## src/rtl/alu_cmd_driver.sv

```systemverilog
// Initiator for the ALU operand-bus protocol. It accepts one (op, A, B)
// request, sends start+op+A and then B to the ALU, waits for finish under a
// watchdog, captures one or two result words plus flags, and holds the
// response until it is accepted.
module alu_cmd_driver #(
  parameter int W       = 16,
  parameter int TIMEOUT = 64
) (
  input  logic         clk,
  input  logic         rst,
  input  logic         req_valid,
  output logic         req_ready,
  input  logic [3:0]   req_op,
  input  logic [W-1:0] req_a,
  input  logic [W-1:0] req_b,
  output logic         rsp_valid,
  input  logic         rsp_ready,
  output logic [W-1:0] rsp_lo,
  output logic [W-1:0] rsp_hi,
  output logic [3:0]   rsp_flags,
  output logic         rsp_timeout,
  output logic         busy,
  output logic         alu_start,
  output logic [3:0]   alu_s,
  output logic [W-1:0] alu_inbus,
  input  logic [W-1:0] alu_outbus,
  input  logic         alu_finish,
  input  logic         alu_negative,
  input  logic         alu_zero,
  input  logic         alu_carry,
  input  logic         alu_overflow
);

  localparam int CW = $clog2(TIMEOUT + 1);
  localparam logic [CW-1:0] CNT_LAST = CW'(TIMEOUT - 1);
  localparam logic [CW-1:0] CNT_MAX  = CW'(TIMEOUT);

  typedef enum logic [2:0] {IDLE, SEND_A, SEND_B, WAIT, CAP_HI, RESP} state_t;

  state_t         state_reg, state_next;
  logic [3:0]     op_reg, op_next;
  logic [W-1:0]   a_reg, a_next;
  logic [W-1:0]   b_reg, b_next;
  logic [CW-1:0]  cnt_reg, cnt_next;
  logic [W-1:0]   rsp_lo_reg, rsp_lo_next;
  logic [W-1:0]   rsp_hi_reg, rsp_hi_next;
  logic [3:0]     rsp_flags_reg, rsp_flags_next;
  logic           rsp_timeout_reg, rsp_timeout_next;
  logic           req_ready_reg, req_ready_next;
  logic           rsp_valid_reg, rsp_valid_next;
  logic           busy_reg, busy_next;
  logic           alu_start_reg, alu_start_next;
  logic [3:0]     alu_s_reg, alu_s_next;
  logic [W-1:0]   alu_inbus_reg, alu_inbus_next;

  // MUL and DIV return a second word (high product / remainder)
  logic two_word;
  assign two_word = (op_reg == 4'b0010) || (op_reg == 4'b0011);

  // State register
  always_ff @(posedge clk) begin
    if (rst) state_reg <= IDLE;
    else     state_reg <= state_next;
  end

  // Next-state, datapath capture, and registered-output next values
  always_comb begin
    state_next       = state_reg;
    op_next          = op_reg;
    a_next           = a_reg;
    b_next           = b_reg;
    cnt_next         = cnt_reg;
    rsp_lo_next      = rsp_lo_reg;
    rsp_hi_next      = rsp_hi_reg;
    rsp_flags_next   = rsp_flags_reg;
    rsp_timeout_next = rsp_timeout_reg;
    case (state_reg)
      IDLE: begin
        if (req_valid && req_ready_reg) begin
          op_next    = req_op;
          a_next     = req_a;
          b_next     = req_b;
          state_next = SEND_A;
        end
      end
      SEND_A: state_next = SEND_B;
      SEND_B: begin
        cnt_next   = '0;
        state_next = WAIT;
      end
      WAIT: begin
        if (alu_finish) begin
          rsp_lo_next      = alu_outbus;
          rsp_flags_next   = {alu_negative, alu_zero, alu_carry, alu_overflow};
          rsp_timeout_next = 1'b0;
          if (two_word) begin
            state_next = CAP_HI;
          end else begin
            rsp_hi_next = '0;
            state_next  = RESP;
          end
        end else begin
          if (cnt_reg < CNT_MAX) cnt_next = cnt_reg + 1'b1;
          // This idle cycle is the TIMEOUT-th one: abort
          if (cnt_reg == CNT_LAST) begin
            rsp_lo_next      = '0;
            rsp_hi_next      = '0;
            rsp_flags_next   = '0;
            rsp_timeout_next = 1'b1;
            state_next       = RESP;
          end
        end
      end
      CAP_HI: begin
        rsp_hi_next = alu_outbus;
        state_next  = RESP;
      end
      RESP: begin
        if (rsp_ready) begin
          rsp_timeout_next = 1'b0;
          state_next       = IDLE;
        end
      end
      default: state_next = IDLE;
    endcase

    // Outputs are registered copies of what the next state presents
    req_ready_next = (state_next == IDLE);
    busy_next      = (state_next != IDLE);
    rsp_valid_next = (state_next == RESP);
    alu_start_next = (state_next == SEND_A);
    alu_s_next     = alu_s_reg;
    alu_inbus_next = '0;
    if (state_next == SEND_A) begin
      alu_s_next     = op_next;
      alu_inbus_next = a_next;
    end else if (state_next == SEND_B) begin
      alu_s_next     = op_next;
      alu_inbus_next = b_next;
    end
  end

  // Datapath and output registers
  always_ff @(posedge clk) begin
    if (rst) begin
      op_reg          <= '0;
      a_reg           <= '0;
      b_reg           <= '0;
      cnt_reg         <= '0;
      rsp_lo_reg      <= '0;
      rsp_hi_reg      <= '0;
      rsp_flags_reg   <= '0;
      rsp_timeout_reg <= 1'b0;
      req_ready_reg   <= 1'b1;
      rsp_valid_reg   <= 1'b0;
      busy_reg        <= 1'b0;
      alu_start_reg   <= 1'b0;
      alu_s_reg       <= '0;
      alu_inbus_reg   <= '0;
    end else begin
      op_reg          <= op_next;
      a_reg           <= a_next;
      b_reg           <= b_next;
      cnt_reg         <= cnt_next;
      rsp_lo_reg      <= rsp_lo_next;
      rsp_hi_reg      <= rsp_hi_next;
      rsp_flags_reg   <= rsp_flags_next;
      rsp_timeout_reg <= rsp_timeout_next;
      req_ready_reg   <= req_ready_next;
      rsp_valid_reg   <= rsp_valid_next;
      busy_reg        <= busy_next;
      alu_start_reg   <= alu_start_next;
      alu_s_reg       <= alu_s_next;
      alu_inbus_reg   <= alu_inbus_next;
    end
  end

  assign req_ready   = req_ready_reg;
  assign rsp_valid   = rsp_valid_reg;
  assign rsp_lo      = rsp_lo_reg;
  assign rsp_hi      = rsp_hi_reg;
  assign rsp_flags   = rsp_flags_reg;
  assign rsp_timeout = rsp_timeout_reg;
  assign busy        = busy_reg;
  assign alu_start   = alu_start_reg;
  assign alu_s       = alu_s_reg;
  assign alu_inbus   = alu_inbus_reg;

endmodule

```

## config.mk

```make
export PLATFORM = sky130hd
export DESIGN_NAME = alu_cmd_driver
export DESIGN_NICKNAME = d
export VERILOG_FILES = /design/src/rtl/alu_cmd_driver.sv
export SDC_FILE = /design/constraint.sdc
export NUM_CORES = 1
export LEC_CHECK = 0
export ABC_CLOCK_PERIOD_IN_PS = 2380
export CAP_MARGIN = 20
export CELL_PAD_IN_SITES_DETAIL_PLACEMENT = 1
export CELL_PAD_IN_SITES_GLOBAL_PLACEMENT = 2
export CORE_MARGIN = 10
export CORE_UTILIZATION = 27
export CTS_CLUSTER_SIZE = 12
export DETAILED_ROUTE_END_ITERATION = 12
export HOLD_SLACK_MARGIN = 0.1
export PLACE_DENSITY_LB_ADDON = 0.1
export SLEW_MARGIN = 5
export SYNTH_ARGS = -nofsm -noshare
export SYNTH_HDL_FRONTEND = slang
export SYNTH_SLANG_ARGS = --single-unit
```

## constraint.sdc

```tcl
create_clock -name clk -period 2.38 [get_ports clk]
set_input_delay 0.238 -clock clk [delete_from_list [all_inputs] [get_ports clk]]
set_output_delay 0.238 -clock clk [all_outputs]
set_load 0.02 [all_outputs]
```

# After elaboration in Yosys (flattened, before gate mapping)

Index checks and enable logic that the tools add are counted.
W data, S select, Z words.

Output and inout port bits: 61
Flip-flop bits (word level): 107
Word-level logic and storage cells: 77
Input bits: 61

Add/subtract/negate cells: 1
Magnitude comparators: 1
Eq/ne operators: 16
Reduce and logical (&&, ||, !) cells: 14
Muxes and demuxes: 30

Operators by type and width:

| cell                  | number |
|---|---|
| $mux W16              | 10 |
| $pmux W16 S2          | 1 |
| $mux W4               | 6 |
| $pmux W3 S6           | 1 |
| $mux W7               | 2 |
| $pmux W7 S2           | 1 |
| $mux W3               | 4 |
| $reduce_bool A2 Y1    | 5 |
| $eq A3 B2 Y1 const B  | 3 |
| $eq A3 B3 Y1 const B  | 3 |
| $reduce_and A3 Y1     | 3 |
| $eq A4 B2 Y1 const B  | 2 |
| $add A7 B1 Y7 const B | 1 |
| $eq A7 B6 Y1 const B  | 1 |
| $lt A7 B7 Y1 const B  | 1 |
| $eq A3 B1 Y1 const B  | 2 |
| $logic_not A3 Y1      | 2 |
| $ne A2 B2 Y1 const B  | 3 |
| $ne A3 B3 Y1 const B  | 2 |
| $mux W1               | 4 |
| $reduce_bool A3 Y1    | 1 |
| $pmux W1 S2           | 1 |
| $reduce_and A2 Y1     | 1 |
| $logic_and A1 B1 Y1   | 1 |
| $logic_or A1 B1 Y1    | 1 |

# Depth between registers and ports, before layout

Depth after elaboration: 8
Gate-level depth with buffers: 8
Mapped depth without buffers: 6

# Worst setup path after synthesis

No wires, ideal clock.

Kind: register -> register
Start point: register cnt_reg[0]
End point: register alu_s_reg[0] (netlist: alu_s[0])
Setup time: 91 ps
Slack: 778 ps
Required time: 2,289 ps
Path buffers: 1
Cell stages (with the launch flop): 8
Clock period less this slack: 1,602 ps
Arrival: 1,511 ps
Path through: dfxtp_1 -> ha_1 -> nand3_2 -> nor4_2 -> or2_1 -> buf_4 -> o21ai_0 -> a311oi_1

Word-level cells in the longest chain between the ends: 6
Elaborated cells between the ends (all ways): 8
Those cells by class: eq/ne (3); mux (4); reduce/logical (1)

Ends and longest elaborated chain:

| item                                                 | RTL line | text |
|---|---|---|
| start, declared                                      | 44       | `logic [CW-1:0] cnt_reg, cnt_next;` |
| start signal, assigned                               | 164      | `cnt_reg <= cnt_next;` |
| $eq A7 B6 Y1 *                                       | 105      | `if (cnt_reg == CNT_LAST) begin` |
| $mux W3 *                                            | 105      |  |
| $mux W3 *                                            | 92       | `if (alu_finish) begin` |
| $pmux W3 S6 *                                        | 77       | `case (state_reg)` |
| $eq A3 B1 Y1 / $eq A3 B2 Y1 (equally long branches)  | 134, 137 |  |
| $mux W4 / $reduce_bool A2 Y1 (equally long branches) | -        |  |
| end signal, assigned                                 | 173      | `alu_s_reg <= alu_s_next;` |
| end, declared                                        | 53       | `logic [3:0] alu_s_reg, alu_s_next;` |

Mark *: on every way between the ends. The rest lies on a longest branch, timed or not.
A chain may end at the register's enable or synchronous reset.

# Final worst setup path

Start point: register cnt_reg[0]
End point: register alu_s_reg[2] (netlist: alu_s[2])

The elaborated chain is that of the path after synthesis.

==> metrics.md <==
| Metric | Value |
|---|---|
| Post-synth cell types | `45` |
| Wire per inst | `16.7 um` |
| CP required | `2.62 ns` |
| Number of top-level pins | `approximately 120` |
| Share of cells above drive strength 1 | `8.20%` |
| First-pass GRT wire length | `approximately 18 mm` |
| Starting Density | `27.6%` |
| Vias | `roughly 3.1k` |
| Non-Filler Instances | `672` |
| Hold Crit Class | `input pin to flop` |
| TNS Setup | `0 ns` |
| DIE WIDTH | `133 um` |
| CTS sink count | `91` |
| Num CTS Buffers | `9` |
| Hold Fails Final Rpt | `0` |
| Post-route cell area | `5070 sq um` |
| PnR worst setup slack | `between 0.3 and 0.4 ns` |
| 1st-pass router iterations | `4` |
| Height of the chip | `around 130 um` |
| Synth Net Count | `447` |
| Area growth, synth to finish | `46.4%` |
| Mapped Cells | `~390` |
| Post-cts sizing count | `0` |
| Antenna fix cells | `0` |
| CP Class | `flop to flop` |
| #FFs+latches synth | `slightly above 90` |
| Leading cell type in the layout, fill and taps excluded | `clkdlybuf4s50_1` |
| Post-cts hold buffer count | `0` |
| Post-CTS setup buffers | `0` |
| Antenna Nets Post-Route | `0` |
| Share of flip-flops with an asynchronous set or reset | `0%` |
| Startpoint Class | `flop` |
| Clk root buf | `clkbuf_16` |
| Worst slew pin tran | `0.862 ns` |
| Max Cap Violations | `0` |
| Congestion Overflow GR | `0` |
| Top FF cell, synth | `dfxtp_1` |
| Run status | `completed` |
| Num rows | `41` |
| Clk_lat worst skew | `0.34 ns` |
| Routed vias/inst | `4.61` |
| Cell Chain, Critical Path | `ha_1 > nand3_2 > nor4_2 > or2_1 > o21ai_0 > a311oi_1` |
| DRC Markers | `0` |
| CTS tree | `yes` |
| Post-DP Area | `slightly below 5000 sq um` |
| CP max-delay cell | `nor4_2` |
| Min cycle time layout | `2.01 ns` |
| Pin count of the biggest net entering global routing | `37` |
| Unrepaired setup endpoints after global routing | `false` |
| Clock transition time at the flip-flop clock pins of the worst setup and hold paths | `around 0.070 ns` |
| Placeable Area | `around 13000 sq um` |
| Initial antenna violation count | `0` |
| Final worst-path cycle share | `84.4%` |
| Max stage delay on crit path | `0.41 ns` |
| Mapped cell area | `3460 sq um` |
| Mean Syn Cell Area | `9.00 sq um` |
| Port bufs | `between 100 and 150` |
| CP max FO | `7` |
| VDD IR max | `about 270 uV` |
| Die ar. | `17800 sq um` |
| Layout Nets | `about 560` |
| Final setup violation count | `0` |
| Synth warnings | `0` |
| Placed cells | `657` |
| Drt total wl | `around 11 mm` |
| GP Congestion | `0.746` |
| Pre-CTS setup slack | `0.278 ns` |
| Buffer levels on the longest clock path | `2` |
| H-tree depth | `3` |
| Vias in the first global route | `3291` |
| Critical Path End Type | `flop` |
| P per Cell Area | `747 nW/um^2` |
| Sequential fraction of the synthesis area | `around 53%` |
| DP HPWL | `approximately 8.1 mm` |
| Fmax | `between 400 and 500 MHz` |
| Post-synth EDFFs | `0` |
| Slew margin rel. | `42.5%` |
| Total global-route track usage | `about an eighth` |
| Critical Path AT | `2.25 ns` |
| LEAKAGE | `around 0.0018 uW` |
| Slew Viols, Final | `0` |
| Clock skew after layout | `0.00605 ns` |
| Commonest non-fill, non-tap cells in the layout | `clkdlybuf4s50_1 (120), dfxtp_1 (91), nand2_1 (64)` |
| Starting DRT DRC Count | `205` |
[critical path: cells and delay by family, from the launching register on]
family | cells | cell delay, ns
DFF | 1 | 0.39
and+or+nand+nor | 3 | 0.86
adders and majority gates | 1 | 0.21
AOI/OAI and AO/OA | 2 | 0.44
[stage by stage]
stage          hold slack, ns  power [uW]  util [%]
2_1_floorplan           0.374        2190         -
3_5_place_dp            0.448        2520      38.2
3_3_place_gp            0.442        2520      38.2
6_report                0.360        3790      40.3
5_1_grt                 0.392        3970      40.3
4_1_cts                 0.358        3850      40.3
[layout make-up]
type	instances	area [sq um]
fillers	1471	7500
flip-flops and latches	91	1820
multi-input cells	261	1470
repair buffers	130	1290
clock buffers	11	233
well taps	172	215
clock inverters	4	28.8
inverters	3	11.3
[cells by family after synthesis]
family	Yosys count	synth area share (%)
AO/OA/AOI/OAI	82	14.8
XOR/XNOR	4	1.01
adder cells (fa/ha/maj)	1	0.361
buffers and inverters	33	4.99
flip-flops	91	52.6
multiplexers	16	5.17
AND/OR/NAND/NOR	158	21.1
[path summary, 6_finish.rpt]
| path | depth (start not counted) | endpoint | slack, ns | start |
|---|---|---|---|---|
| min | 2 | rsp_lo[8] | 0.36 | rst |
| min reg2reg | 2 | rsp_hi[1] | 0.45 | rsp_hi[1] |
| max | 6 | alu_s[2] | 0.37 | cnt_reg[0] |
| max reg2reg | 6 | alu_s[2] | 0.37 | cnt_reg[0] |
[synthesized netlist by cell type, types with 3 or more instances]
| cell | count | area [sq um] |
|---|---|---|
| mux2_2 | 8 | 90.1 |
| nand2_1 | 64 | 240 |
| buf_2 | 6 | 30.0 |
| clkbuf_1 | 17 | 63.8 |
| xor2_1 | 4 | 35.0 |
| nor2_1 | 40 | 150 |
| dfxtp_1 | 91 | 1820 |
| a22oi_1 | 21 | 158 |
| a21oi_1 | 40 | 200 |
| nand3_1 | 20 | 100 |
| a311oi_1 | 4 | 35.0 |
| mux2_1 | 7 | 78.8 |
| nor2b_1 | 16 | 100 |
| buf_6 | 3 | 33.8 |
| nand4_1 | 3 | 18.8 |
| o21ai_0 | 5 | 25.0 |
[power by group]
group          internal, uW  switching, uW  leakage, uW
sequential             1630           61.9     0.000739
combinational           368            418     0.000913
clock                   703            609     0.000122
total                  2700           1090      0.00177
[per-layer routing]
metal,routed length [um],up-vias,track usage (%),share of wire (%)
met4,190,0,5.26,1.7
li1,-,1530,-,-
met2,5140,82,20.3,46
met1,4920,1474,14.3,44
met5,0,-,0,0
met3,978,11,4.96,8.7
Note: power is estimated with default switching activity, not from simulation.
